--- src/rtl/bus_arbiter.sv ---
// Two-into-one bus arbiter: shares the AXI read/write bridge between instruction fetch and load/store.
// Tie-break is fixed (MEM wins) unless BUS_ARB_RR_EN is defined, which selects round-robin.
module bus_arbiter #(
    parameter int ADDR_W = 64,
    parameter int DATA_W = 64
) (
    input  logic              clk,
    input  logic              rst,

    input  logic              if_valid,
    input  logic [ADDR_W-1:0] if_addr,
    input  logic [1:0]        if_size,
    input  logic              if_req,
    output logic              if_ready,
    output logic [DATA_W-1:0] if_data_read,
    output logic [1:0]        if_resp,

    input  logic              mem_valid,
    input  logic [ADDR_W-1:0] mem_addr,
    input  logic [1:0]        mem_size,
    input  logic              mem_req,
    input  logic [DATA_W-1:0] mem_data_write,
    output logic              mem_ready,
    output logic [DATA_W-1:0] mem_data_read,
    output logic [1:0]        mem_resp,

    output logic              rw_valid_o,
    input  logic              rw_ready_i,
    output logic              rw_req_o,
    output logic [ADDR_W-1:0] rw_addr_o,
    output logic [1:0]        rw_size_o,
    output logic [DATA_W-1:0] rw_w_data_o,
    input  logic [DATA_W-1:0] rw_r_data_i,
    input  logic [1:0]        rw_resp_i
);

    typedef enum logic [1:0] {
        IDLE    = 2'd0,
        GNT_IF  = 2'd1,
        GNT_MEM = 2'd2
    } state_t;

    state_t            state_q, state_d;
    logic [ADDR_W-1:0] addr_q, addr_d;
    logic [1:0]        size_q, size_d;
    logic              req_q, req_d;
    logic [DATA_W-1:0] wdata_q, wdata_d;
    logic              pick_mem;
    logic              if_done;
    logic              mem_done;

`ifdef BUS_ARB_RR_EN
    // 1 = MEM held the last grant; on a tie the other requester wins.
    logic last_gnt_q, last_gnt_d;

    assign pick_mem = mem_valid && (!if_valid || !last_gnt_q);
`else
    assign pick_mem = mem_valid;
`endif

    always_comb begin
        state_d = state_q;
        addr_d  = addr_q;
        size_d  = size_q;
        req_d   = req_q;
        wdata_d = wdata_q;
`ifdef BUS_ARB_RR_EN
        last_gnt_d = last_gnt_q;
`endif
        case (state_q)
            IDLE: begin
                if (pick_mem) begin
                    state_d = GNT_MEM;
                    addr_d  = mem_addr;
                    size_d  = mem_size;
                    req_d   = mem_req;
                    wdata_d = mem_data_write;
`ifdef BUS_ARB_RR_EN
                    last_gnt_d = 1'b1;
`endif
                end else if (if_valid) begin
                    state_d = GNT_IF;
                    addr_d  = if_addr;
                    size_d  = if_size;
                    req_d   = if_req;
                    wdata_d = '0;
`ifdef BUS_ARB_RR_EN
                    last_gnt_d = 1'b0;
`endif
                end
            end
            // Request fields stay frozen until the bridge completes; a dropped valid does not abort.
            GNT_IF, GNT_MEM: begin
                if (rw_ready_i) begin
                    state_d = IDLE;
                end
            end
            default: state_d = IDLE;
        endcase
    end

    always_ff @(posedge clk) begin
        if (rst) begin
            state_q <= IDLE;
            addr_q  <= '0;
            size_q  <= '0;
            req_q   <= 1'b0;
            wdata_q <= '0;
`ifdef BUS_ARB_RR_EN
            last_gnt_q <= 1'b1;
`endif
        end else begin
            state_q <= state_d;
            addr_q  <= addr_d;
            size_q  <= size_d;
            req_q   <= req_d;
            wdata_q <= wdata_d;
`ifdef BUS_ARB_RR_EN
            last_gnt_q <= last_gnt_d;
`endif
        end
    end

    assign rw_valid_o  = (state_q != IDLE);
    assign rw_req_o    = req_q;
    assign rw_addr_o   = addr_q;
    assign rw_size_o   = size_q;
    assign rw_w_data_o = wdata_q;

    // Completion is routed only to the granted requester, and only in the bridge's ready cycle.
    assign if_done  = (state_q == GNT_IF)  && rw_ready_i;
    assign mem_done = (state_q == GNT_MEM) && rw_ready_i;

    assign if_ready      = if_done;
    assign if_data_read  = if_done ? rw_r_data_i : '0;
    assign if_resp       = if_done ? rw_resp_i : 2'b00;
    assign mem_ready     = mem_done;
    assign mem_data_read = mem_done ? rw_r_data_i : '0;
    assign mem_resp      = mem_done ? rw_resp_i : 2'b00;

endmodule

--- config.mk ---
export PLATFORM = sky130hd
export DESIGN_NAME = bus_arbiter
export DESIGN_NICKNAME = d
export VERILOG_FILES = /design/src/rtl/bus_arbiter.sv
export SDC_FILE = /design/constraint.sdc
export NUM_CORES = 1
export LEC_CHECK = 0
export CAP_MARGIN = 20
export CORE_AREA = 5 5 204 206
export DETAILED_ROUTE_END_ITERATION = 8
export DIE_AREA = 0 0 209 211
export PLACE_DENSITY = 0.46
export SETUP_SLACK_MARGIN = 0.5
export SYNTH_ARGS = -nofsm -noshare
export SYNTH_HDL_FRONTEND = slang
export SYNTH_SLANG_ARGS = --single-unit
--- constraint.sdc ---
create_clock -name clk -period 1.54 [get_ports clk]
set_clock_uncertainty 0.1 [all_clocks]
set_input_delay 0.308 -clock clk [delete_from_list [all_inputs] [get_ports clk]]
set_output_delay 0.308 -clock clk [all_outputs]
set_load 0.01 [all_outputs]
==> results of run 1 <==
metrics by stage:
step	TNS (ns)	power (W)	instances	utilization
after floorplan	0	0.006384	695	-
after global placement	-85.56	0.008811	1738	0.3476
after detailed placement	-87.51	0.008837	1738	0.3476
after CTS	-102.12	0.01386	1845	0.3903
after global routing	-100.10	0.01568	1927	0.4273
final	-83.82	0.01497	1928	0.4274
routing by layer:
metal | wire length, µm | GRT usage | up-vias
met5 | 0 | 0 | -
met4 | 1026 | 0.06031 | 0
met3 | 2201 | 0.04441 | 34
met2 | 22100 | 0.3001 | 306
met1 | 15580 | 0.1690 | 3934
li1 | - | - | 3920
critical path, cell delays in order (launching register included):
cell     delay [ns]
dfxtp_4        0.37
inv_4          0.04
ha_4           0.16
buf_6          0.11
buf_6          0.12
buf_12         0.13
buf_6          0.11
and3_4         0.14
buf_6          0.12
logic make-up after synthesis:
group / synth area share
multiplexers: 0.1035
buffers and inverters: 0.06220
adder cells (fa/ha/maj): 0.007727
AO/OA/AOI/OAI: 0.2049
AND/OR/NAND/NOR: 0.2105
flip-flops: 0.4110
power groups by stage:
stage	logic (W)	clock network, W	registers, W
after global routing	0.00686	0.00453	0.00429
after detailed placement	0.00470	0	0.00414
final	0.00646	0.00426	0.00424
after global placement	0.00468	0	0.00413
after floorplan	0.00207	0	0.00432
after CTS	0.00527	0.00437	0.00421
flip-flops by register name, indices dropped and copies added, names as in the netlist:
| name | count |
|---|---|
| rw_addr_o | 64 |
| rw_req_o | 1 |
| rw_size_o | 2 |
| rw_w_data_o | 64 |
| state_q | 2 |
what timing repair did:
action / in CTS / in global routing
pin swaps: 4 / 125
setup endpoints to repair: 399 / 399
hold buffers: 0 / 0
cloned: 7 / 30
endpoints found under the hold margin: 0 / 0
gates resized for setup: 1194 / 401
buffers inserted: 69 / 47
Yosys cell counts (all sizes together):
cell type	count	area [µm²]
dfxtp	133	2663
and3	132	825.8
nor2	132	495.5
a211oi	67	803.3
mux2i	67	670.6
a22oi	64	480.5
clkbuf	42	157.7
buf	38	234.0
ha	4	50.05
and2	3	18.77
inv	3	11.26
nand2b	2	12.51
o21a	2	15.01
a21o	1	7.510
a21oi	1	5.000
nand3	1	5.000
nand4	1	6.260
o21ai	1	8.760
o31ai	1	7.510
final cells by class:
class,instances,area (µm²)
fillers,3852,22600
repair buffers,748,8097
multi-input cells,482,4631
flip-flops and latches,133,2849
well taps,525,656.9
clock buffers,19,442.9
clock inverters,12,155.1
inverters,3,16.27
diodes,6,15.01
path summary, 6_finish.rpt:
check	startpoint	endpoint	slack, ns
setup reg to reg	state_q[1]	rw_addr_o[44]	-0.22
hold / removal	rst	rw_w_data_o[11]	0.18
hold reg to reg	rw_addr_o[48]	rw_addr_o[48]	0.40
setup / recovery	state_q[0]	mem_data_read[32]	-0.59
==> out/summary.txt, run 1 <==
CP Capture Type: output pin
IO Pins: 535
Clk slew on worst S/H paths: 0.06 ns
Commonest non-fill, non-tap cell in the layout: clkdlybuf4s50_1
Comb pwr share: 0.432
CP Data Required Time: 1.13 ns
Die height: 211 µm
Internal power consumption: 0.01034 W
Clk pwr share: 0.285
Setup crit start kind: register
Cells after Synth: 695
Commonest cells after routing, fill and taps aside: clkdlybuf4s50_1 (265), buf_6 (261), dfxtp_2 (125), buf_4 (117), and3_4 (112)
Warnings from Yosys: 0
CTS buffer count: 17
Syn_area_per_cell: 9.320 µm²
PortBufs: 534
Sequential-to-total area share from yosys stat: 0.4110
Die ar.: 44,100 µm²
Psw: 0.004625 W
Peak supply drop: 0.0005501 V
Max Root-Sink Buffers: 2
Leakage: 7.177 nW
# DRC: 0
Final Hold Vio Count: 0
Drt total wl: 40,900 µm
Via count: 8,194
Initial core utilization: 0.1642
Largest net degree at the start of global routing: 46
Crit path DAT: 1.72 ns
Hold Crit Class: input pin to register
Switching part of the total power: 0.3090
Post-Place Worst Slack: -0.4976 ns
Hold Path Depth: 2
Yosys reg bits: 133
Antenna violations before repair: 6
Row cnt: 73
R2R cell count: 9
DR WL/cell: 21.21 µm
CP max FO: 7
Area post-placement: 13,720 µm²
GRT Overall Usage: 0.1594
Vias in the first global route: 8,229
Crit share post-route: 1.381
DP Wirelength: 29,250 µm
Post-layout min period: 2.127 ns
Tightest Pin Transition: 0.4315 ns
Die width: 209 µm
Clock sink total: 133
Post-synth cell types: 21
Ratio of cells with drive above 1 in the final layout: 0.6686
# setup viols final: 266
P per Cell Area: 887.6 nW/µm²
Failing checks: setup timing
Mapped Area: 6477 µm²
Max Cap Violations: 0
Gpl congestion: 0.8648
Layout area overhead: 160.3%
TritonRoute pass-1 iters: 4
Routed Antenna Nets: 0
Grt ovf: 0
First-pass GRT wire length: 53,500 µm
Unrepaired setup endpoints after global routing: true
Fin. max-slew vios: 0
H-tree depth: 4
Hold Worst Slack: 0.1843 ns
Max_slew headroom: 0.7114
Register share of total power: 0.283
Detailed Route Iter0 Violations: 344
Via-to-Cell Ratio: 4.250
Root buffer cell: clkbuf_16
Synth Net Count: 968
Core ar.: 39,460 µm²
Final-stage net count: 1,658
Fin worst setup slack: -0.5874 ns
Post-layout instance area: 16,860 µm²
CTS tree: yes
Clk_lat worst skew: 0.42 ns
Fmax: 470.1 MHz
CP Class: register to output pin
Status: finished, violations left
Note: power is estimated with default switching activity, not from simulation.
==> inputs of run 2 (changes only) <==
- PLACE_DENSITY: 0.46 -> unset
==> run 2 against run 1 <==
- the flow still finishes with violations (setup timing)
- worst setup slack worse by 0.13 ns
- global-route usage is 1.3 points lower
- hold slack got worse by 0.053 ns
- design area up 0.26%
- sequential power about the same
- utilization up 0.11 points
- clock power up 8.0%
- largest power group unchanged
==> out/summary.txt, run 2 (synthesized netlist as in run 1, its figures left out) <==
Post-layout instance area: 16,910 µm²
Hold Crit Class: input pin to register
Peak supply drop: 0.0006751 V
DP Cell Count: 1,728
Grt ovf: 0
P per Cell Area: 900.6 nW/µm²
Crit share post-route: 1.463
Max Root-Sink Buffers: 2
Status: finished, violations left
CP startpoint: state_q[1]
Worst R2R End: rw_w_data_o[7]
Crit path max-delay family: buffers and inverters
Setup crit start kind: register
Die width: 209 µm
Crit path DAT: 1.85 ns
Clock sink total: 133
Final-stage net count: 1,646
Fmax: 443.9 MHz
Reg-to-reg slack, setup: -0.29 ns
Layout area overhead: 161.0%
Worst reg2reg startpoint: state_q[0]
CP Class: register to output pin
Die height: 211 µm
H-tree depth: 4
Post-layout min period: 2.253 ns
CTS buffer count: 17
CP Buf/Inv Count: 6
CP most frequent cell: buf_6
Leakage: 7.130 nW
Hold-fix buffers, CTS: 0
Core ar.: 39,460 µm²
Failing checks: setup timing
CP Capture Type: output pin
Initial core utilization: 0.1642
CTS tree: yes
Antenna violations before repair: 13
TritonRoute pass-1 iters: 4
Fin cells: 1,923
Unrepaired setup endpoints after global routing: true
CP Data Required Time: 1.13 ns
Via-to-Cell Ratio: 4.260
Clk_lat worst skew: 0.44 ns
Clk slew on worst S/H paths: 0.07 ns
Max Cap Violations: 0
CP max stage delay: 0.35 ns
Fin worst setup slack: -0.7130 ns
Power consumption: 0.01523 W
# DRC: 0
CP max FO: 8
Commonest cells after routing, fill and taps aside: buf_6 (299), clkdlybuf4s50_1 (265), nor2_1 (132), dfxtp_2 (131), and3_4 (126)
Drt total wl: 39,020 µm
DP Wirelength: 26,960 µm
Ratio of cells with drive above 1 in the final layout: 0.6551
Vias in the first global route: 7,902
Via count: 8,192
Tightest Pin Transition: 0.5498 ns
PortBufs: 534
Slowest CP cell: dfxtp_4
Largest net degree at the start of global routing: 43
CP Cell Sequence: buf_6, ha_4, buf_6, buf_6, buf_16, buf_12, and3_4, buf_6
# setup viols final: 266
Fin. max-slew vios: 0
Area post-placement: 13,530 µm²
Commonest non-fill, non-tap cell in the layout: buf_6
GRT Overall Usage: 0.1469
CP Depth: 8
Fill count: 3,734
Die ar.: 44,100 µm²
Routed Antenna Nets: 0
Hold Worst Slack: 0.1315 ns
DR WL/cell: 20.29 µm
R2R cell count: 9
Gpl congestion: 0.9391
Final Hold Vio Count: 0
Root buffer cell: clkbuf_16
IO Pins: 535
Detailed Route Iter0 Violations: 331
Setup TNS: -101.84 ns
Max_slew headroom: 0.6323
First-pass GRT wire length: 49,310 µm
Setup crit end: mem_data_read[14]
Row cnt: 73
==> run 2: through the flow <==
stage               utilization  worst slack (ns)
finish                   0.4285           -0.7130
global route             0.4283           -0.7784
CTS                      0.3741           -0.8159
detailed placement       0.3428           -0.4909
global placement         0.3428           -0.4916
floorplan                     -            0.1070
==> run 2: power breakdown <==
group          internal [W]  total (W)  switching, W
registers           0.00393    0.00422      0.000291
clock network       0.00289    0.00460       0.00172
logic               0.00383    0.00641       0.00257
total                0.0106     0.0152       0.00458
==> run 2: worst min path at each step <==
stage                      startpoint              to  slack (ns)  cells after the start
global route                      rst      state_q[1]        0.12                      2
finish                            rst    rw_addr_o[7]        0.13                      2
floorplan           mem_data_write[0]  rw_w_data_o[0]        0.34                      2
CTS                               rst      state_q[1]        0.11                      2
detailed placement      rw_addr_o[44]   rw_addr_o[44]        0.39                      2
global placement        rw_addr_o[47]   rw_addr_o[47]        0.38                      2
==> run 2: what timing repair did <==
item,in CTS,in global routing
buffers inserted,32,79
setup endpoints to repair,399,399
cloned,7,33
resized for setup,577,889
pin swaps,2,41
==> run 2: area by class of cell <==
type | count | area [µm²] | share of cell area
Clock buffer | 17 | 425.4 | 0.02516
Multi-Input combinational cell | 482 | 4523 | 0.2675
Timing Repair Buffer | 736 | 8197 | 0.4848
Tap cell | 525 | 656.9 | 0.03885
Sequential cell | 133 | 2834 | 0.1676
Inverter | 3 | 16.27 | 0.0009621
Clock inverter | 15 | 224.0 | 0.01325
Antenna cell | 12 | 30.03 | 0.001776
==> run 2: metal layers <==
layer	global-route usage	wire length, µm
met5	0	0
met1	0.1515	14740
met4	0.08776	1427
met2	0.2632	20430
met3	0.04426	2428
==> run 2: worst reg2reg max path: stages (launching register included) <==
cell and delay (ns):
dfxtp_4 0.36, inv_4 0.07, buf_6 0.09, buf_6 0.10, ha_4 0.23, o21ai_4 0.15, clkbuf_16 0.22, buf_16 0.14
a22oi_2 0.18, nor2_1 0.07
